==> src/rtl/pulse_pkg.sv <==
// Shared definitions for the pulse generator and pulse-counting blocks:
// FSM state encoding and default counter/duration widths.
package pulse_pkg;

  localparam int PULSE_CNT_W = 32;
  localparam int PULSE_DUR_W = 16;

  typedef enum logic [1:0] {
    ST_IDLE = 2'd0,
    ST_HIGH = 2'd1,
    ST_LOW  = 2'd2,
    ST_DONE = 2'd3
  } pulse_state_t;

endpackage

==> src/rtl/phase_timer.sv <==
// Loadable down-counter: counts to zero and holds there. expire is high
// whenever the count reads zero.
module phase_timer #(
  parameter int W = 16
) (
  input  logic         clk,
  input  logic         rst_n,
  input  logic         load,
  input  logic [W-1:0] load_value,
  output logic         expire
);

  logic [W-1:0] count;

  always_ff @(posedge clk) begin
    if (!rst_n) begin
      count <= '0;
    end else if (load) begin
      count <= load_value;
    end else if (count != '0) begin
      count <= count - 1'b1;
    end
  end

  assign expire = (count == '0);

endmodule

==> src/rtl/pulse_train_gen.sv <==
// Programmable pulse-train generator: N pulses of H high / L low cycles on a
// registered output, with progress (sent), busy and a one-cycle done strobe.
module pulse_train_gen
  import pulse_pkg::*;
#(
  parameter int CNT_W = PULSE_CNT_W,
  parameter int DUR_W = PULSE_DUR_W
) (
  input  logic             clk,
  input  logic             rst_n,
  input  logic             start,
  input  logic             abort,
  input  logic [CNT_W-1:0] num_pulses,
  input  logic [DUR_W-1:0] high_cycles,
  input  logic [DUR_W-1:0] low_cycles,
  output logic             pulse,
  output logic             busy,
  output logic             done,
  output logic [CNT_W-1:0] sent
);

  pulse_state_t state, next_state;

  logic [CNT_W-1:0] n_cfg;
  logic [DUR_W-1:0] h_cfg;
  logic [DUR_W-1:0] l_cfg;

  logic             start_ok;
  logic [DUR_W-1:0] h_sel;
  logic [DUR_W-1:0] h_m1;
  logic [DUR_W-1:0] l_m1;
  logic             timer_load;
  logic [DUR_W-1:0] timer_value;
  logic             expire;

  assign start_ok = (state == ST_IDLE) && start;

  // The first high phase is loaded straight from the inputs, before they are latched.
  assign h_sel = start_ok ? high_cycles : h_cfg;
  // A zero duration behaves as one cycle, so the timer loads zero in both cases.
  assign h_m1  = (h_sel == '0) ? '0 : h_sel - 1'b1;
  assign l_m1  = (l_cfg == '0) ? '0 : l_cfg - 1'b1;

  phase_timer #(.W(DUR_W)) u_timer (
    .clk        (clk),
    .rst_n      (rst_n),
    .load       (timer_load),
    .load_value (timer_value),
    .expire     (expire)
  );

  always_comb begin
    next_state  = state;
    timer_load  = 1'b0;
    timer_value = h_m1;
    case (state)
      ST_IDLE: begin
        if (start) begin
          if (num_pulses != '0) begin
            next_state = ST_HIGH;
            timer_load = 1'b1;
          end else begin
            next_state = ST_DONE;
          end
        end
      end
      ST_HIGH: begin
        if (abort) begin
          next_state = ST_IDLE;
        end else if (expire) begin
          next_state  = ST_LOW;
          timer_load  = 1'b1;
          timer_value = l_m1;
        end
      end
      ST_LOW: begin
        if (abort) begin
          next_state = ST_IDLE;
        end else if (expire) begin
          if (sent == n_cfg) begin
            next_state = ST_DONE;
          end else begin
            next_state = ST_HIGH;
            timer_load = 1'b1;
          end
        end
      end
      ST_DONE: next_state = ST_IDLE;
      default: next_state = ST_IDLE;
    endcase
  end

  always_ff @(posedge clk) begin
    if (!rst_n) begin
      state <= ST_IDLE;
      n_cfg <= '0;
      h_cfg <= '0;
      l_cfg <= '0;
      sent  <= '0;
      pulse <= 1'b0;
      busy  <= 1'b0;
      done  <= 1'b0;
    end else begin
      state <= next_state;
      // Outputs are registered from the next state so they align with it.
      pulse <= (next_state == ST_HIGH);
      busy  <= (next_state != ST_IDLE);
      done  <= (next_state == ST_DONE);
      if (start_ok) begin
        n_cfg <= num_pulses;
        h_cfg <= high_cycles;
        l_cfg <= low_cycles;
        sent  <= (num_pulses != '0) ? CNT_W'(1) : '0;
      end else if ((state == ST_LOW) && (next_state == ST_HIGH)) begin
        sent <= sent + 1'b1;
      end
    end
  end

endmodule

==> config.mk <==
export PLATFORM = sky130hd
export DESIGN_NAME = pulse_train_gen
export DESIGN_NICKNAME = d
export VERILOG_FILES = /design/src/rtl/pulse_pkg.sv /design/src/rtl/phase_timer.sv /design/src/rtl/pulse_train_gen.sv
export SDC_FILE = /design/constraint.sdc
export NUM_CORES = 1
export LEC_CHECK = 0
export BUFFER_PORTS_ARGS = -buffer_cell sky130_fd_sc_hd__buf_2
export CELL_PAD_IN_SITES_DETAIL_PLACEMENT = 0
export CELL_PAD_IN_SITES_GLOBAL_PLACEMENT = 1
export CORE_ASPECT_RATIO = 0.6
export CORE_MARGIN = 4
export CORE_UTILIZATION = 25
export CTS_BUF_LIST = sky130_fd_sc_hd__clkbuf_2
export DETAILED_ROUTE_END_ITERATION = 10
export PLACE_DENSITY = 0.59
export SYNTH_ARGS = -nofsm -noshare
export SYNTH_HDL_FRONTEND = slang
export SYNTH_SLANG_ARGS = --single-unit
==> constraint.sdc <==
create_clock -name clk -period 4.8 [get_ports clk]
set_clock_uncertainty 0.1 [all_clocks]
set_input_delay 0 -clock clk [delete_from_list [all_inputs] [get_ports clk]]
set_output_delay 0 -clock clk [all_outputs]
set_load 0.03 [all_outputs]
# ---- After elaboration in Yosys (flattened, before gate mapping)
# Cells that the tools add are included.
dict set report totals {
  register_bits 117
  out_inout_bits 35
  word_cells 57
}
dict set report classes {
  n_addsub 4
  n_eq_ne 6
  muxes 27
  n_reduce_logical 11
}
# cell count
set ops {}
lappend ops {{2-to-1 mux 16 bit} 8}
lappend ops {{2-to-1 mux 32 bit} 2}
lappend ops {{logical NOT 16 bit} 3}
lappend ops {{subtractor 16 x 1 -> 16 bit, second input constant} 3}
lappend ops {{adder 32 x 1 -> 32 bit, second input constant} 1}
lappend ops {{== test 32 bit} 1}
lappend ops {{nonzero test 32 bit} 1}
lappend ops {{nonzero test 16 bit} 1}
lappend ops {{2-to-1 mux 2 bit} 7}
lappend ops {{2-to-1 mux 1 bit} 8}
lappend ops {{one-hot mux 2 bit (4 select lines)} 1}
lappend ops {{== test 2 bit, second input constant} 3}
lappend ops {{nonzero test 2 bit} 3}
lappend ops {{== test 2 x 1 -> 1 bit, second input constant} 2}
lappend ops {{one-hot mux 1 bit (3 select lines)} 1}
lappend ops {{logical AND 1 bit} 2}
lappend ops {{logical NOT 2 bit} 1}

# ---- Depth between registers and ports, before layout
dict set report depth {
  word_depth 9
  ltp_mapped 13
}

# ---- Cells and area by module
# Synthesis repeated with hierarchy kept, for this count alone.
dict set report unflattened {
  cells_unflattened 798
  hier_area_um2 6552.5
}
# mod n_inst cells_each area_each_um2 seq_area_each_um2
set modules_own_cells {}
lappend modules_own_cells {pulse_train_gen 1 686 5639.2 2021.9}
lappend modules_own_cells {phase_timer 1 112 913.4 320.3}

# ---- Worst setup path before layout
# Ideal clock, no wire load.
dict set report synth_path {
  path_type {register to register}
  from {reg state[0]}
  to {reg u_timer.count[14]}
  setup_time_ns 0.137
  arrival_time_ns 3.323
  required_ns 4.563
  path_slack_ns 1.240
  stages_incl_launch_ff 13
  path_buffers 3
  cell_sequence {dfxtp_1 or3b_2 clkbuf_1 buf_1 mux2i_1 ha_1 nand2b_1 or4b_2 o41ai_1 a21oi_1 clkbuf_1 a211oi_1 a211oi_1}
}
dict set report synth_via {
  elab_chain_cells 9
  elab_cells_between_ends 14
}
# element line_no
set synth_lines {}
lappend synth_lines {{start: declaration} pulse_train_gen.sv:22} ;# pulse_state_t state, next_state;
lappend synth_lines {{start signal: assignment} pulse_train_gen.sv:104} ;# state <= next_state;
lappend synth_lines {{logical NOT 2 bit} {pulse_train_gen.sv:36, pulse_train_gen.sv:56}}
lappend synth_lines {{logical AND 1 bit} pulse_train_gen.sv:36} ;# assign start_ok = (state == ST_IDLE) && start;
lappend synth_lines {{2-to-1 mux 16 bit} --}
lappend synth_lines {{subtractor 16 x 1 -> 16 bit or logical NOT 16 bit (tied branches)} pulse_train_gen.sv:41} ;# assign h_m1 = (h_sel == '0) ? '0 : h_sel - 1'b1;
lappend synth_lines {{2-to-1 mux 16 bit} pulse_train_gen.sv:41}
lappend synth_lines {{2-to-1 mux 16 bit} pulse_train_gen.sv:70} ;# end else if (expire) begin
lappend synth_lines {{2-to-1 mux 16 bit} pulse_train_gen.sv:68} ;# if (abort) begin
lappend synth_lines {{2-to-1 mux 16 bit} pulse_train_gen.sv:56} ;# case (state)
lappend synth_lines {{2-to-1 mux 16 bit} phase_timer.sv:18} ;# end else if (load) begin
lappend synth_lines {{end signal: assignment} phase_timer.sv:19} ;# count <= load_value;
lappend synth_lines {{end signal: assignment} phase_timer.sv:21} ;# count <= count - 1'b1;
lappend synth_lines {{end: declaration} phase_timer.sv:13} ;# logic [W-1:0] count;
# Parallel ways exist; a longest one is shown, timed or not.
# A chain may end at the register's enable or synchronous reset.

# ---- Worst setup path in the final report
dict set report layout_path {
  from {reg state[0]}
  to {reg u_timer.count[1]}
}
# Same word-level chain as after synthesis.

==> flow_metrics.tcl <==
set metrics [dict create \
    holdBufCountCts 183 \
    fin_nets 1126 \
    port-buffer-count 102 \
    path_depth 9 \
    ys_seq_area_share_pct 37.12 \
    cts_resized 0 \
    drtIter0Drc 453 \
    die_area_um2 27930 \
    die_y_um 131.1 \
    netlist_area_um2 6310 \
    finalCriticalPeriod_ns 3.956 \
    synth-simple-area-share_pct 28.30 \
    root_buffer "clkbuf_2" \
    post_cts_buffers 0 \
    synth_area_per_cell_um2 8.048 \
    num_io_pins 103 \
    grt_pass1_wl_um 35690 \
    fin_ws_ns 0.8438 \
    dpl.hpwl_um 16680 \
    cts_num_sinks 117 \
    ant_nets 0 \
    crit_path_end "u_timer.count[1]$_SDFFE_PN0P_" \
    coreArea_um2 24500 \
    max_cap_violations 0 \
    synth_top_family_by_area "simple AND/OR/NAND/NOR gates" \
    mostFrequentLayoutCells "dlygate4sd3_1, nand2_1, dfxtp_1" \
    critical-path-top-delay-family "simple AND/OR/NAND/NOR gates" \
    ys.flop_type "dfxtp_1" \
    postSynthRegisterBits 117 \
    pre_cts_ws_ns 0.8781 \
    critPathMaxFanout 29 \
    drc 0 \
    syn_inst 784 \
    synth_xor_area_share_pct 12.49 \
    via_per_inst 4.692 \
    slowest_stage "or4b_2" \
    synthMuxAreaShare_pct 2.558 \
    clock_latency_ns 0.67 \
    syn_nets 857 \
    synth-compound-area-share_pct 14.81 \
    initial_utilization_pct 25.76 \
    fin_crit_sh_pct 82.42 \
    fmax_ghz 0.2528 \
    wirelength_um 23030 \
    required_ns 5.27 \
    holdCritPathClass "input port to flop" \
    status "finished clean" \
    row_count 44 \
    grt_max_degree 51 \
    htreeDepth 4 \
    crit_type "flop to flop" \
    vdd_drop_max_mv 0.1183 \
    cp-end-kind "flop" \
    powerDensity_nw_per_um2 263.6 \
    synth_fa_ha_area_share_pct 0.9915 \
    regToRegSetupSlack_ns 0.84 \
    synthTopCellsByArea "dfxtp_1, nand2_1, xor2_1" \
    wl_per_cell_um 16.59 \
    fin_setup_tns_ns 0 \
    min_from "start" \
    worstMarginPinSlew_ns 1.266 \
    ys_warn_count 0 \
    vias 6513 \
    area.growth.synth_to_final_pct 46.12 \
    reg2reg_depth 9 \
    async_flop_share_pct 0 \
    grt_pass1_vias 6114 \
    tritoncts "done" \
    path_clk_slew_ns 0.18 \
    final_common_cell "dlygate4sd3_1" \
    overflow 0 \
    critical_path_buf_inv_count 0 \
    clockBufferDepth 2 \
    leakage_nw 3.745 \
    worstReg2RegStart "state[0]$_SDFF_PN0_" \
    synth_edf_count 0 \
    final_max_slew_viol_count 0 \
    synthDistinctLibCells 48 \
    antenna_found_initial 0 \
    grtUsageTotal_pct 16.61 \
    fillCellCount 2553 \
    rsz0062_at_grt "false" \
    drive_gt1_share_pct 14.35 \
    n_antenna_cell 0 \
    worst_setup_path_start_kind "flop" \
    cp-startpoint "state[0]$_SDFF_PN0_" \
    setup_violations 0 \
    max_stage_delay_ns 0.64 \
    gp_congestion 0.8407 \
    final_hold_viol_count 0 \
    slew_headroom_pct 15.60 \
    path_cells "or3b_4 > mux2i_1 > ha_1 > nand2b_1 > or4b_2 > o41ai_1 > a21oi_1 > nor2b_1 > o311a_1" \
    arrival_ns 4.43 \
    cts_buffers 17 \
    die_w_um 213.1 \
    synth_top_area_share_pct 37.12 \
    yosys.area.top_type "dfxtp_1" \
    firstDrtPassIters 5 \
    reg2reg_to "u_timer.count[1]$_SDFFE_PN0P_" \
]
-- per-stage QoR --
stage | instance area (um2) | utilization [%] | total power, mW | cells | hold slack (ns)
global route | 9220 | 37.64 | 2.575 | 1388 | 0.02488
floorplan | 6310 | - | 1.424 | 784 | 0.04492
detailed placement | 7131 | 29.11 | 1.583 | 1173 | 0.1616
finish | 9220 | 37.64 | 2.431 | 1388 | 0.05891
global placement | 7131 | 29.11 | 1.588 | 1173 | 0.1605
CTS | 9220 | 37.64 | 2.439 | 1388 | 0.002428
-- flip-flops by register name (all words and copies together) (netlist names) --
| register | cells |
|---|---|
| n_cfg | 32 |
| sent | 32 |
| h_cfg | 16 |
| l_cfg | 16 |
| u_timer.count | 16 |
| state | 2 |
| busy | 1 |
| done | 1 |
| pulse | 1 |
-- worst min-delay path by stage --
stage,slack (ns),cells past startpoint,to
after floorplan,0.04,2,h_cfg[3]$_SDFF_PN0_
after global placement,0.16,3,l_cfg[2]$_SDFFE_PN0N_
after detailed placement,0.16,3,l_cfg[7]$_SDFFE_PN0N_
after CTS,0.002,5,n_cfg[24]$_SDFFE_PN0N_
after global routing,0.02,5,n_cfg[24]$_SDFFE_PN0N_
final,0.06,5,n_cfg[24]$_SDFFE_PN0N_
-- where the power goes --
group	switching [mW]	internal, mW	total [mW]
sequential	0.0562	1.03	1.09
combinational	0.306	0.299	0.605
clock	0.403	0.336	0.739
-- routing by layer --
layer  wire (um)  global-route usage (%)  vias to the layer above
met5           0                       0                        -
met4          68                   2.082                        0
met3        1361                   4.209                        5
met2        8624                   21.67                      161
met1       12980                   27.21                     3071
li1            -                       -                     3276
-- synth_stat cells (7+ instances only) --
cell,number
a211oi_1,11
and3_1,14
o211ai_1,12
or3_1,17
nor3_1,28
nand2b_1,7
dfxtp_1,117
mux2i_1,15
xor2_1,54
nand3_1,16
inv_1,16
nand4_1,12
or4_1,9
nor2_1,40
a21boi_0,54
o21ai_0,21
xnor2_1,36
a21oi_1,21
clkbuf_1,36
nor2b_1,13
nor4_1,31
nand2_1,151
-- tightest hold or removal path, stage by stage --
cell	delay [ns]
buf_2	0.10
nor3b_2	0.15
buf_4	0.28
nand2_1	0.16
a21boi_0	0.08
-- cell type report --
| type | count | area (um2) | share of cell area, % |
|---|---|---|---|
| multi-input combinational | 607 | 3747 | 40.64 |
| inverter | 16 | 60.06 | 0.6514 |
| clock inverter | 13 | 162.7 | 1.764 |
| tap | 322 | 402.9 | 4.370 |
| sequential | 117 | 2342 | 25.40 |
| timing repair buffer | 294 | 2410 | 26.14 |
| clock buffer | 19 | 95.09 | 1.031 |
-- logic make-up (layout without fill, tap and decap cells) --
kind of cell,after synthesis,count (layout)
flip-flops,117,117
XOR/XNOR,90,90
buffers and inverters,60,342
AO/OA/AOI/OAI,137,137
multiplexers,16,16
adder cells (fa/ha/maj),5,5
AND/OR/NAND/NOR,359,359
(Power assumes the default switching activity.)
